## src/rtl/qcw_controller_if.sv

```systemverilog
// Board-side signal bundle of the QCW controller: ADC link, output bus, debug header.
// master = controller side, slave = board/bench side.
interface qcw_controller_if;
  logic        ADC_BIT_CLK;
  logic        ADC_BIT_CLK_N;
  logic        ADC_FRAME_CLK;
  logic        ADC_FRAME_CLK_N;
  logic [7:0]  ADC_DATA;
  logic [7:0]  ADC_DATA_N;
  logic        ADC_CS;
  logic        ADC_SCLK;
  logic        ADC_SDATA;
  logic        ADC_RESET;
  logic        ADC_PDN;
  logic        ADC_MUX;
  logic        ADC_SYNC;
  logic [11:0] OUTPUT_BUS;
  logic        DEBUG_BUS_A;
  logic        DEBUG_BUS_B;
  logic        DEBUG_BUS_C;
  logic        DEBUG_BUS_D;
  logic        DEBUG_BUS_E;

  modport master (
    input  ADC_BIT_CLK, ADC_BIT_CLK_N, ADC_FRAME_CLK, ADC_FRAME_CLK_N, ADC_DATA, ADC_DATA_N,
    input  DEBUG_BUS_B, DEBUG_BUS_D,
    output ADC_CS, ADC_SCLK, ADC_SDATA, ADC_RESET, ADC_PDN, ADC_MUX, ADC_SYNC,
    output OUTPUT_BUS, DEBUG_BUS_A, DEBUG_BUS_C, DEBUG_BUS_E
  );

  modport slave (
    output ADC_BIT_CLK, ADC_BIT_CLK_N, ADC_FRAME_CLK, ADC_FRAME_CLK_N, ADC_DATA, ADC_DATA_N,
    output DEBUG_BUS_B, DEBUG_BUS_D,
    input  ADC_CS, ADC_SCLK, ADC_SDATA, ADC_RESET, ADC_PDN, ADC_MUX, ADC_SYNC,
    input  OUTPUT_BUS, DEBUG_BUS_A, DEBUG_BUS_C, DEBUG_BUS_E
  );
endinterface

```

## src/rtl/qcw_controller_top.sv

```systemverilog
// QCW driver controller: UART register access, 12-bit output bus, GPIO, ADC SPI sequencer.
// Optional macro ADC_CAPTURE_EN adds ADC sample-byte capture (register 0x7).
module qcw_controller_top #(
  parameter int CLK_HZ   = 50000000,
  parameter int BAUD     = 115200,
  parameter int SPI_HALF = 8
) (
  input logic              FPGA_CLK,
  input logic              FPGA_RESET,
  qcw_controller_if.master hw
);
  localparam int          DIV     = (CLK_HZ + BAUD / 2) / BAUD;
  localparam logic [15:0] DIV_M1  = 16'(DIV - 1);
  localparam logic [15:0] HALF_M1 = 16'(DIV / 2 - 1);
  localparam logic [15:0] SPI_M1  = 16'(SPI_HALF - 1);

  typedef enum logic [2:0] {RX_IDLE, RX_START, RX_DATA, RX_STOP, RX_BREAK} rx_state_t;
  typedef enum logic [1:0] {SPI_IDLE, SPI_SETUP, SPI_SHIFT, SPI_HOLD} spi_state_t;

  logic [1:0]  rx_sync_r, gpio_sync_r;
  rx_state_t   rx_state_r, rx_state_nxt;
  logic [15:0] rx_cnt_r, rx_cnt_nxt;
  logic [2:0]  rx_bit_r, rx_bit_nxt;
  logic [7:0]  rx_sh_r, rx_sh_nxt;
  logic        rx_valid_s, rx_ferr_s, rx_s;
  logic        expect_data_r;
  logic [3:0]  wr_addr_r, ctrl_r, rst_cnt_r;
  logic [7:0]  out_lo_r, out_hi_r, spi_addr_r, spi_dhi_r, spi_dlo_r, rd_data_s, sample_s;
  logic [11:0] out_bus_r;
  logic        ferr_r, adc_reset_r, adc_sync_r, clk_out_r;
  logic        wr_en_s, rd_go_s, spi_busy_s, spi_start_s;
  logic [9:0]  tx_sh_r;
  logic [15:0] tx_cnt_r;
  logic [3:0]  tx_bits_r;
  logic        tx_busy_r, tx_out_r;
  spi_state_t  spi_state_r, spi_state_nxt;
  logic [15:0] spi_tick_r, spi_tick_nxt;
  logic [5:0]  spi_half_r, spi_half_nxt;
  logic [23:0] spi_sh_r, spi_sh_nxt;
  logic        spi_cs_r, spi_sclk_r, spi_sdata_r;

  assign rx_s        = rx_sync_r[1];
  assign wr_en_s     = rx_valid_s && expect_data_r;
  assign rd_go_s     = rx_valid_s && !expect_data_r && !rx_sh_r[7] && !tx_busy_r;
  assign spi_busy_s  = (spi_state_r != SPI_IDLE);
  assign spi_start_s = wr_en_s && (wr_addr_r == 4'h5) && !spi_busy_s;

  // Two-stage synchronizers for the asynchronous UART RX and GPIO inputs.
  always_ff @(posedge FPGA_CLK) begin
    if (FPGA_RESET) begin
      rx_sync_r   <= 2'b11;
      gpio_sync_r <= 2'b00;
    end else begin
      rx_sync_r   <= {rx_sync_r[0], hw.DEBUG_BUS_B};
      gpio_sync_r <= {gpio_sync_r[0], hw.DEBUG_BUS_D};
    end
  end

  // UART receiver state register.
  always_ff @(posedge FPGA_CLK) begin
    if (FPGA_RESET) begin
      rx_state_r <= RX_IDLE;
      rx_cnt_r   <= 16'd0;
      rx_bit_r   <= 3'd0;
      rx_sh_r    <= 8'h00;
    end else begin
      rx_state_r <= rx_state_nxt;
      rx_cnt_r   <= rx_cnt_nxt;
      rx_bit_r   <= rx_bit_nxt;
      rx_sh_r    <= rx_sh_nxt;
    end
  end

  // UART receiver next state: mid-bit sampling, a glitchy start is rejected, a low stop bit waits for idle.
  always_comb begin
    rx_state_nxt = rx_state_r;
    rx_cnt_nxt   = rx_cnt_r + 16'd1;
    rx_bit_nxt   = rx_bit_r;
    rx_sh_nxt    = rx_sh_r;
    rx_valid_s   = 1'b0;
    rx_ferr_s    = 1'b0;
    case (rx_state_r)
      RX_IDLE: begin
        rx_cnt_nxt = 16'd0;
        if (!rx_s) rx_state_nxt = RX_START;
        else       rx_state_nxt = RX_IDLE;
      end
      RX_START: begin
        if (rx_cnt_r == HALF_M1) begin
          rx_cnt_nxt   = 16'd0;
          rx_bit_nxt   = 3'd0;
          rx_state_nxt = rx_s ? RX_IDLE : RX_DATA;
        end else begin
          rx_state_nxt = RX_START;
        end
      end
      RX_DATA: begin
        if (rx_cnt_r == DIV_M1) begin
          rx_cnt_nxt = 16'd0;
          rx_sh_nxt  = {rx_s, rx_sh_r[7:1]};
          rx_bit_nxt = rx_bit_r + 3'd1;
          if (rx_bit_r == 3'd7) rx_state_nxt = RX_STOP;
          else                  rx_state_nxt = RX_DATA;
        end else begin
          rx_state_nxt = RX_DATA;
        end
      end
      RX_STOP: begin
        if (rx_cnt_r == DIV_M1) begin
          rx_cnt_nxt   = 16'd0;
          rx_valid_s   = rx_s;
          rx_ferr_s    = !rx_s;
          rx_state_nxt = rx_s ? RX_IDLE : RX_BREAK;
        end else begin
          rx_state_nxt = RX_STOP;
        end
      end
      RX_BREAK: begin
        rx_cnt_nxt = 16'd0;
        if (rx_s) rx_state_nxt = RX_IDLE;
        else      rx_state_nxt = RX_BREAK;
      end
      default: rx_state_nxt = RX_IDLE;
    endcase
  end

  // Command parser, register file, ADC reset/sync pulses and clock-out divider.
  always_ff @(posedge FPGA_CLK) begin
    if (FPGA_RESET) begin
      expect_data_r <= 1'b0;
      wr_addr_r     <= 4'h0;
      ctrl_r        <= 4'b0001;
      out_lo_r      <= 8'h00;
      out_hi_r      <= 8'h00;
      out_bus_r     <= 12'h000;
      spi_addr_r    <= 8'h00;
      spi_dhi_r     <= 8'h00;
      spi_dlo_r     <= 8'h00;
      ferr_r        <= 1'b0;
      adc_sync_r    <= 1'b0;
      adc_reset_r   <= 1'b0;
      rst_cnt_r     <= 4'd0;
      clk_out_r     <= 1'b0;
    end else begin
      if (rx_ferr_s) begin
        expect_data_r <= 1'b0;
      end else if (rx_valid_s && !expect_data_r && rx_sh_r[7]) begin
        expect_data_r <= 1'b1;
        wr_addr_r     <= rx_sh_r[3:0];
      end else if (rx_valid_s) begin
        expect_data_r <= 1'b0;
      end
      if (wr_en_s) begin
        case (wr_addr_r)
          4'h0: ctrl_r   <= rx_sh_r[3:0];
          4'h1: out_lo_r <= rx_sh_r;
          4'h2: begin
            out_hi_r  <= rx_sh_r;
            out_bus_r <= {rx_sh_r[3:0], out_lo_r};
          end
          4'h3: if (!spi_busy_s) spi_addr_r <= rx_sh_r;
          4'h4: if (!spi_busy_s) spi_dhi_r  <= rx_sh_r;
          4'h5: if (!spi_busy_s) spi_dlo_r  <= rx_sh_r;
          default: ;
        endcase
      end
      if (rx_ferr_s)                               ferr_r <= 1'b1;
      else if (rd_go_s && rx_sh_r[3:0] == 4'h6)    ferr_r <= 1'b0;
      adc_sync_r <= wr_en_s && (wr_addr_r == 4'h0) && rx_sh_r[5];
      // Reset pulse: high for the trigger cycle plus 15 countdown cycles; a re-trigger restarts it.
      if (wr_en_s && (wr_addr_r == 4'h0) && rx_sh_r[4]) begin
        adc_reset_r <= 1'b1;
        rst_cnt_r   <= 4'd15;
      end else if (rst_cnt_r != 4'd0) begin
        rst_cnt_r   <= rst_cnt_r - 4'd1;
      end else begin
        adc_reset_r <= 1'b0;
      end
      clk_out_r <= ctrl_r[3] ? !clk_out_r : 1'b0;
    end
  end

  // Read-back mux addressed by the command byte currently completing.
  always_comb begin
    rd_data_s = 8'h00;
    case (rx_sh_r[3:0])
      4'h0:    rd_data_s = {4'h0, ctrl_r};
      4'h1:    rd_data_s = out_lo_r;
      4'h2:    rd_data_s = out_hi_r;
      4'h3:    rd_data_s = spi_addr_r;
      4'h4:    rd_data_s = spi_dhi_r;
      4'h5:    rd_data_s = spi_dlo_r;
      4'h6:    rd_data_s = {5'b00000, ferr_r, gpio_sync_r[1], spi_busy_s};
      4'h7:    rd_data_s = sample_s;
      4'h8:    rd_data_s = 8'h51;
      default: rd_data_s = 8'h00;
    endcase
  end

  // UART transmitter: start bit is driven on the same edge the read is accepted.
  always_ff @(posedge FPGA_CLK) begin
    if (FPGA_RESET) begin
      tx_busy_r <= 1'b0;
      tx_out_r  <= 1'b1;
      tx_sh_r   <= 10'h3FF;
      tx_cnt_r  <= 16'd0;
      tx_bits_r <= 4'd0;
    end else if (rd_go_s) begin
      tx_busy_r <= 1'b1;
      tx_out_r  <= 1'b0;
      tx_sh_r   <= {1'b1, rd_data_s, 1'b0};
      tx_cnt_r  <= 16'd0;
      tx_bits_r <= 4'd0;
    end else if (tx_busy_r) begin
      if (tx_cnt_r == DIV_M1) begin
        tx_cnt_r <= 16'd0;
        if (tx_bits_r == 4'd9) begin
          tx_busy_r <= 1'b0;
          tx_out_r  <= 1'b1;
        end else begin
          tx_bits_r <= tx_bits_r + 4'd1;
          tx_sh_r   <= {1'b1, tx_sh_r[9:1]};
          tx_out_r  <= tx_sh_r[1];
        end
      end else begin
        tx_cnt_r <= tx_cnt_r + 16'd1;
      end
    end
  end

  // SPI sequencer state register and registered pin drivers.
  always_ff @(posedge FPGA_CLK) begin
    if (FPGA_RESET) begin
      spi_state_r <= SPI_IDLE;
      spi_tick_r  <= 16'd0;
      spi_half_r  <= 6'd0;
      spi_sh_r    <= 24'h000000;
      spi_cs_r    <= 1'b1;
      spi_sclk_r  <= 1'b0;
      spi_sdata_r <= 1'b0;
    end else begin
      spi_state_r <= spi_state_nxt;
      spi_tick_r  <= spi_tick_nxt;
      spi_half_r  <= spi_half_nxt;
      spi_sh_r    <= spi_sh_nxt;
      spi_cs_r    <= (spi_state_nxt == SPI_IDLE);
      spi_sclk_r  <= (spi_state_nxt == SPI_SHIFT) && spi_half_nxt[0];
      spi_sdata_r <= (spi_state_nxt == SPI_IDLE) ? 1'b0 : spi_sh_nxt[23];
    end
  end

  // SPI next state: SETUP, 48 half periods (SCLK high in odd halves, shift after each), HOLD.
  always_comb begin
    spi_state_nxt = spi_state_r;
    spi_tick_nxt  = spi_tick_r + 16'd1;
    spi_half_nxt  = spi_half_r;
    spi_sh_nxt    = spi_sh_r;
    case (spi_state_r)
      SPI_IDLE: begin
        spi_tick_nxt = 16'd0;
        if (spi_start_s) begin
          spi_state_nxt = SPI_SETUP;
          spi_sh_nxt    = {spi_addr_r, spi_dhi_r, rx_sh_r};
        end else begin
          spi_state_nxt = SPI_IDLE;
        end
      end
      SPI_SETUP: begin
        if (spi_tick_r == SPI_M1) begin
          spi_tick_nxt  = 16'd0;
          spi_half_nxt  = 6'd0;
          spi_state_nxt = SPI_SHIFT;
        end else begin
          spi_state_nxt = SPI_SETUP;
        end
      end
      SPI_SHIFT: begin
        if (spi_tick_r == SPI_M1) begin
          spi_tick_nxt = 16'd0;
          if (spi_half_r[0]) spi_sh_nxt = {spi_sh_r[22:0], 1'b0};
          else               spi_sh_nxt = spi_sh_r;
          if (spi_half_r == 6'd47) spi_state_nxt = SPI_HOLD;
          else                     spi_half_nxt  = spi_half_r + 6'd1;
        end else begin
          spi_state_nxt = SPI_SHIFT;
        end
      end
      SPI_HOLD: begin
        if (spi_tick_r == SPI_M1) begin
          spi_tick_nxt  = 16'd0;
          spi_state_nxt = SPI_IDLE;
        end else begin
          spi_state_nxt = SPI_HOLD;
        end
      end
      default: spi_state_nxt = SPI_IDLE;
    endcase
  end

`ifdef ADC_CAPTURE_EN
  logic [2:0] frame_sync_r;
  logic [7:0] data_sync0_r, data_sync1_r, sample_r;
  logic       unused_s;
  assign unused_s = ^{hw.ADC_BIT_CLK, hw.ADC_BIT_CLK_N, hw.ADC_FRAME_CLK_N, hw.ADC_DATA_N};
  assign sample_s = sample_r;

  // Capture the synchronized ADC byte on each synchronized frame-clock rising edge.
  always_ff @(posedge FPGA_CLK) begin
    if (FPGA_RESET) begin
      frame_sync_r <= 3'b000;
      data_sync0_r <= 8'h00;
      data_sync1_r <= 8'h00;
      sample_r     <= 8'h00;
    end else begin
      frame_sync_r <= {frame_sync_r[1:0], hw.ADC_FRAME_CLK};
      data_sync0_r <= hw.ADC_DATA;
      data_sync1_r <= data_sync0_r;
      if (frame_sync_r[1] && !frame_sync_r[2]) sample_r <= data_sync1_r;
    end
  end
`else
  logic unused_s;
  assign unused_s = ^{hw.ADC_BIT_CLK, hw.ADC_BIT_CLK_N, hw.ADC_FRAME_CLK, hw.ADC_FRAME_CLK_N,
                      hw.ADC_DATA, hw.ADC_DATA_N};
  assign sample_s = 8'h00;
`endif

  assign hw.ADC_CS      = spi_cs_r;
  assign hw.ADC_SCLK    = spi_sclk_r;
  assign hw.ADC_SDATA   = spi_sdata_r;
  assign hw.ADC_RESET   = adc_reset_r;
  assign hw.ADC_PDN     = ctrl_r[0];
  assign hw.ADC_MUX     = ctrl_r[1];
  assign hw.ADC_SYNC    = adc_sync_r;
  assign hw.OUTPUT_BUS  = out_bus_r;
  assign hw.DEBUG_BUS_A = tx_out_r;
  assign hw.DEBUG_BUS_C = ctrl_r[2];
  assign hw.DEBUG_BUS_E = clk_out_r;
endmodule

```

## src/flat_wrapper.sv

```systemverilog
// flat-port wrapper written by rule: the top's interface ports become plain ports
module qcw_controller_top_flat 
#(
  parameter int CLK_HZ   = 50000000,
  parameter int BAUD     = 115200,
  parameter int SPI_HALF = 8
)
  (FPGA_CLK, FPGA_RESET, hw_ADC_BIT_CLK, hw_ADC_BIT_CLK_N, hw_ADC_FRAME_CLK, hw_ADC_FRAME_CLK_N, hw_ADC_DATA, hw_ADC_DATA_N, hw_DEBUG_BUS_B, hw_DEBUG_BUS_D, hw_ADC_CS, hw_ADC_SCLK, hw_ADC_SDATA, hw_ADC_RESET, hw_ADC_PDN, hw_ADC_MUX, hw_ADC_SYNC, hw_OUTPUT_BUS, hw_DEBUG_BUS_A, hw_DEBUG_BUS_C, hw_DEBUG_BUS_E);
  qcw_controller_if hw_i ();
  input logic FPGA_CLK;
  input logic FPGA_RESET;
  input wire logic [$bits(hw_i.ADC_BIT_CLK)-1:0] hw_ADC_BIT_CLK;
  input wire logic [$bits(hw_i.ADC_BIT_CLK_N)-1:0] hw_ADC_BIT_CLK_N;
  input wire logic [$bits(hw_i.ADC_FRAME_CLK)-1:0] hw_ADC_FRAME_CLK;
  input wire logic [$bits(hw_i.ADC_FRAME_CLK_N)-1:0] hw_ADC_FRAME_CLK_N;
  input wire logic [$bits(hw_i.ADC_DATA)-1:0] hw_ADC_DATA;
  input wire logic [$bits(hw_i.ADC_DATA_N)-1:0] hw_ADC_DATA_N;
  input wire logic [$bits(hw_i.DEBUG_BUS_B)-1:0] hw_DEBUG_BUS_B;
  input wire logic [$bits(hw_i.DEBUG_BUS_D)-1:0] hw_DEBUG_BUS_D;
  output wire logic [$bits(hw_i.ADC_CS)-1:0] hw_ADC_CS;
  output wire logic [$bits(hw_i.ADC_SCLK)-1:0] hw_ADC_SCLK;
  output wire logic [$bits(hw_i.ADC_SDATA)-1:0] hw_ADC_SDATA;
  output wire logic [$bits(hw_i.ADC_RESET)-1:0] hw_ADC_RESET;
  output wire logic [$bits(hw_i.ADC_PDN)-1:0] hw_ADC_PDN;
  output wire logic [$bits(hw_i.ADC_MUX)-1:0] hw_ADC_MUX;
  output wire logic [$bits(hw_i.ADC_SYNC)-1:0] hw_ADC_SYNC;
  output wire logic [$bits(hw_i.OUTPUT_BUS)-1:0] hw_OUTPUT_BUS;
  output wire logic [$bits(hw_i.DEBUG_BUS_A)-1:0] hw_DEBUG_BUS_A;
  output wire logic [$bits(hw_i.DEBUG_BUS_C)-1:0] hw_DEBUG_BUS_C;
  output wire logic [$bits(hw_i.DEBUG_BUS_E)-1:0] hw_DEBUG_BUS_E;
  assign hw_i.ADC_BIT_CLK = hw_ADC_BIT_CLK;
  assign hw_i.ADC_BIT_CLK_N = hw_ADC_BIT_CLK_N;
  assign hw_i.ADC_FRAME_CLK = hw_ADC_FRAME_CLK;
  assign hw_i.ADC_FRAME_CLK_N = hw_ADC_FRAME_CLK_N;
  assign hw_i.ADC_DATA = hw_ADC_DATA;
  assign hw_i.ADC_DATA_N = hw_ADC_DATA_N;
  assign hw_i.DEBUG_BUS_B = hw_DEBUG_BUS_B;
  assign hw_i.DEBUG_BUS_D = hw_DEBUG_BUS_D;
  assign hw_ADC_CS = hw_i.ADC_CS;
  assign hw_ADC_SCLK = hw_i.ADC_SCLK;
  assign hw_ADC_SDATA = hw_i.ADC_SDATA;
  assign hw_ADC_RESET = hw_i.ADC_RESET;
  assign hw_ADC_PDN = hw_i.ADC_PDN;
  assign hw_ADC_MUX = hw_i.ADC_MUX;
  assign hw_ADC_SYNC = hw_i.ADC_SYNC;
  assign hw_OUTPUT_BUS = hw_i.OUTPUT_BUS;
  assign hw_DEBUG_BUS_A = hw_i.DEBUG_BUS_A;
  assign hw_DEBUG_BUS_C = hw_i.DEBUG_BUS_C;
  assign hw_DEBUG_BUS_E = hw_i.DEBUG_BUS_E;
  qcw_controller_top #(.CLK_HZ(CLK_HZ), .BAUD(BAUD), .SPI_HALF(SPI_HALF)) u_core (.FPGA_CLK(FPGA_CLK), .FPGA_RESET(FPGA_RESET), .hw(hw_i));
endmodule
```

## config.mk

```make
export PLATFORM = sky130hd
export DESIGN_NAME = qcw_controller_top_flat
export DESIGN_NICKNAME = d
export VERILOG_FILES = /design/src/rtl/qcw_controller_if.sv /design/src/rtl/qcw_controller_top.sv /design/src/flat_wrapper.sv
export SDC_FILE = /design/constraint.sdc
export NUM_CORES = 1
export LEC_CHECK = 0
export ABC_AREA = 1
export CAP_MARGIN = 10
export CORE_MARGIN = 5
export CORE_UTILIZATION = 61
export DETAILED_ROUTE_END_ITERATION = 16
export PLACE_DENSITY = 0.81
export SYNTH_ARGS = -nofsm -noshare
export SYNTH_HDL_FRONTEND = slang
export SYNTH_SLANG_ARGS = --single-unit
```

## constraint.sdc

```tcl
create_clock -name FPGA_CLK -period 2.84 [get_ports FPGA_CLK]
set_input_delay 0.852 -clock FPGA_CLK [delete_from_list [all_inputs] [get_ports FPGA_CLK]]
set_output_delay 0.852 -clock FPGA_CLK [all_outputs]
set_load 0.01 [all_outputs]
```

==> results by group <==
Outcome
  – Outcome: complete, no violations

CTS
  – Num CTS Buffers: 17
  – Cts hold-fix bufs: 0
  – CTS tree: yes
  – CTS Root Cell: clkbuf_16
  – CTS resizes: 0
  – Clock Latency Late Sink: about 0.43 ns
  – Post-CTS Setup Repair Bufs: 0
  – Max clock buf depth: 2
  – Clock tree sinks: 180
  – H-tree Lvls: 4
  – Clock slew at reported path FFs: 0.06 ns

STA
  – Fmax: approximately 420 MHz
  – Fin. Hold Viols: 0
  – Slew headroom: 0.557
  – Worst-margin pin slew: 0.659 ns
  – Final Critical Period: 2.36 ns
  – RSZ-0062 raised after global routing: no
  – Sum of negative setup slack: 0 ns
  – Final WS setup: 0.476 ns
  – Setup violations, final: 0
  – Final Max Tran Viols: 0
  – Setup Skew: 0.00696 ns
  – Crit share post-route: 0.832

Setup path
  – Reg-to-reg slack, setup: approximately 0.48 ns
  – CP startpoint kind: flip-flop
  – Worst R2R Path Depth: 9
  – Critical Path RT: 3.20 ns
  – WS Path Type: flip-flop to flip-flop
  – Critical path endpoint category: flip-flop
  – RR Startpoint: u_core.spi_state_r[0]
  – CP max stage cell: nand4_2
  – Critical path's largest stage delay: just under 0.4 ns
  – Critical-path cell list: inv_1, ha_1, nand3_1, nor2_1, nand4_2, a21oi_2, buf_4, nand2_1, a21oi_1
  – Reg2reg end: u_core.spi_sh_r[11]
  – Worst path bufs/invs: 2
  – Arr. time, crit path: 2.72 ns
  – CP Max Fanout: 22
  – CP delay by family, top: simple AND/OR/NAND/NOR gates

Synth
  – Top_reg_cell synth: dfxtp_1
  – Most common cell in the netlist: nand2_1
  – Synthesized cell area: 8680 um^2
  – Syn nets: around 1300
  – EDFF count, synth: 0
  – Mapped Cells: 1246
  – Area share of the largest cell type after synthesis: 0.415
  – FF+latch count, synth: between 150 and 200
  – Synth top cells by count: nand2_1 (264), dfxtp_1 (180), nor2_1 (168)
  – Register area share after synthesis: 0.415
  – Library cells used by synthesis: 47
  – Avg Synthesized Cell Area: between 6 and 7 um^2
  – FFs w/ async S/R, synth: 0
  – Synth top area cells: dfxtp_1 (42%), nand2_1 (11%), nor2_1 (7.3%), inv_1 (6.3%), a21oi_1 (5.9%)
  – Yosys warns: 0
  – Cell taking the most area after synthesis: dfxtp_1

Floorplanning
  – Die Y-Extent: 129 um
  – Die X: 129 um
  – Die area: 16700 um^2
  – IO Pins: 46
  – Row count: 43
  – Starting Density: 0.623
  – Core area: 13900 um^2

Placement
  – HPWL after DPL: around 14 mm
  – DP Worst Slack: 0.578 ns
  – I/O Buffers: 25
  – RePlAce Congestion: 0.914
  – Post-Place Cells: 1410

Global route
  – Wire length of the first global-routing pass: 34.2 mm
  – Total track usage: 0.248
  – GRT overflow: 0
  – Largest net degree at the start of global routing: 45
  – Vias in the first global route: 7434
  – Initial antenna violation count: 0

Layout
  – Final instance count without filler cells: 1441
  – Antenna Cells: 0
  – Register area: 3600 um^2
  – Area Growth Syn to Fin: 10.8%
  – Filler cell count in the final layout: 1142
  – Footprint of the multi-input gates: about 4300 um^2
  – Layout cell share with drive strength beyond 1: 0.0563
  – Nets: about 1300

Drt
  – Wire per inst: about 14 um
  – Drt drc: 0
  – TritonRoute pass-1 iters: 5
  – Iteration-0 DRC Markers: 716
  – Post-Route WL: around 20 mm
  – Vias per cell: 5.56
  – Vias: 8015
  – Final ANT Viol Nets: 0

Hold path
  – Hold endpoint: u_core.gpio_sync_r[1]
  – Hold depth: 2
  – Type of the tightest min-delay check: flip-flop to flip-flop
  – Hold path startpoint: u_core.gpio_sync_r[0]

Pwr
  – Worst vdd ir: 593 uV
  – P_leak: 3.96 nW
  – Power per cell area: between 500 and 600 nW/um^2

Flow run
  – Maxcap violations: 0
placed cells by master, fill, tap and decap left out, types with 5 or more instances in the layout:
cell type and count:
nor3_1 28, nand2_1 264, clkdlybuf4s50_1 24, buf_4 16, or2_2 6, a21oi_1 103
clkbuf_16 17, xor2_1 15, clkinv_2 6, a211oi_1 6, nor2_1 168, nor3b_1 6
ha_1 16, nand3_1 65, nand4_1 63, xnor2_1 5, o21ai_0 65, inv_1 144
dfxtp_1 180, o22ai_1 12
sequential cells by signal, summed over array words and instances (netlist names), 11 cells and up:
| name | count |
|---|---|
| u_core.rx_cnt_r | 16 |
| u_core.spi_tick_r | 16 |
| u_core.hw.OUTPUT_BUS | 11 |
| u_core.spi_sh_r | 24 |
| u_core.tx_cnt_r | 16 |
per-layer routing:
layer	up-vias	track usage	wire, um
met2	240	0.405	9440
met1	3657	0.334	9250
met3	28	0.0466	1070
met5	-	0	0
met4	0	0.0797	354
li1	4090	-	-
through the flow:
stage / util / instance area (um^2) / hold WS (ns) / total power, mW
after floorplan: - / 8680 / 0.388 / 2.83
after global placement: 0.647 / 9010 / 0.392 / 2.87
after detailed placement: 0.647 / 9010 / 0.401 / 2.88
after CTS: 0.690 / 9620 / 0.420 / 5.29
after global routing: 0.690 / 9620 / 0.430 / 5.44
final: 0.690 / 9620 / 0.418 / 5.27
logic make-up (layout without fill, tap and decap cells):
logic type / Yosys count / after routing / share of synthesized area
simple gates: 624 / 624 / 0.322
buf+inv: 204 / 219 / 0.0953
compound gates: 202 / 202 / 0.124
flops: 180 / 180 / 0.415
xor+xnor: 20 / 20 / 0.0202
fa+ha+maj: 16 / 16 / 0.0231
area by class of cell:
type | count | share of cell area
multi-input combinational | 862 | 0.442
sequential | 180 | 0.375
inverter | 146 | 0.0570
clock buffer | 20 | 0.0464
timing repair buffer | 42 | 0.0401
tap | 180 | 0.0234
clock inverter | 11 | 0.0165
power by group:
| part | internal (mW) | leakage (nW) | switching, mW |
|---|---|---|---|
| logic | 0.100 | 2.20 | 0.139 |
| clock network | 1.48 | 0.303 | 0.961 |
| registers | 2.56 | 1.45 | 0.0245 |
tightest hold or removal path, cell delays in order, from the launching register on:
cell and delay (ns):
dfxtp_1 0.30, inv_1 0.05, nor2_1 0.03
worst max path at each step:
stage                                      to                  start  cells after the start
after detailed placement  u_core.spi_sh_r[11]  u_core.spi_state_r[0]                      9
after CTS                 u_core.spi_sh_r[11]  u_core.spi_state_r[0]                      9
after global routing      u_core.spi_sh_r[14]  u_core.spi_state_r[0]                      9
after floorplan           u_core.spi_sh_r[10]  u_core.spi_state_r[0]                     10
final                     u_core.spi_sh_r[11]  u_core.spi_state_r[0]                      9
after global placement    u_core.spi_sh_r[11]  u_core.spi_state_r[0]                      9
(Power assumes the default switching activity.)
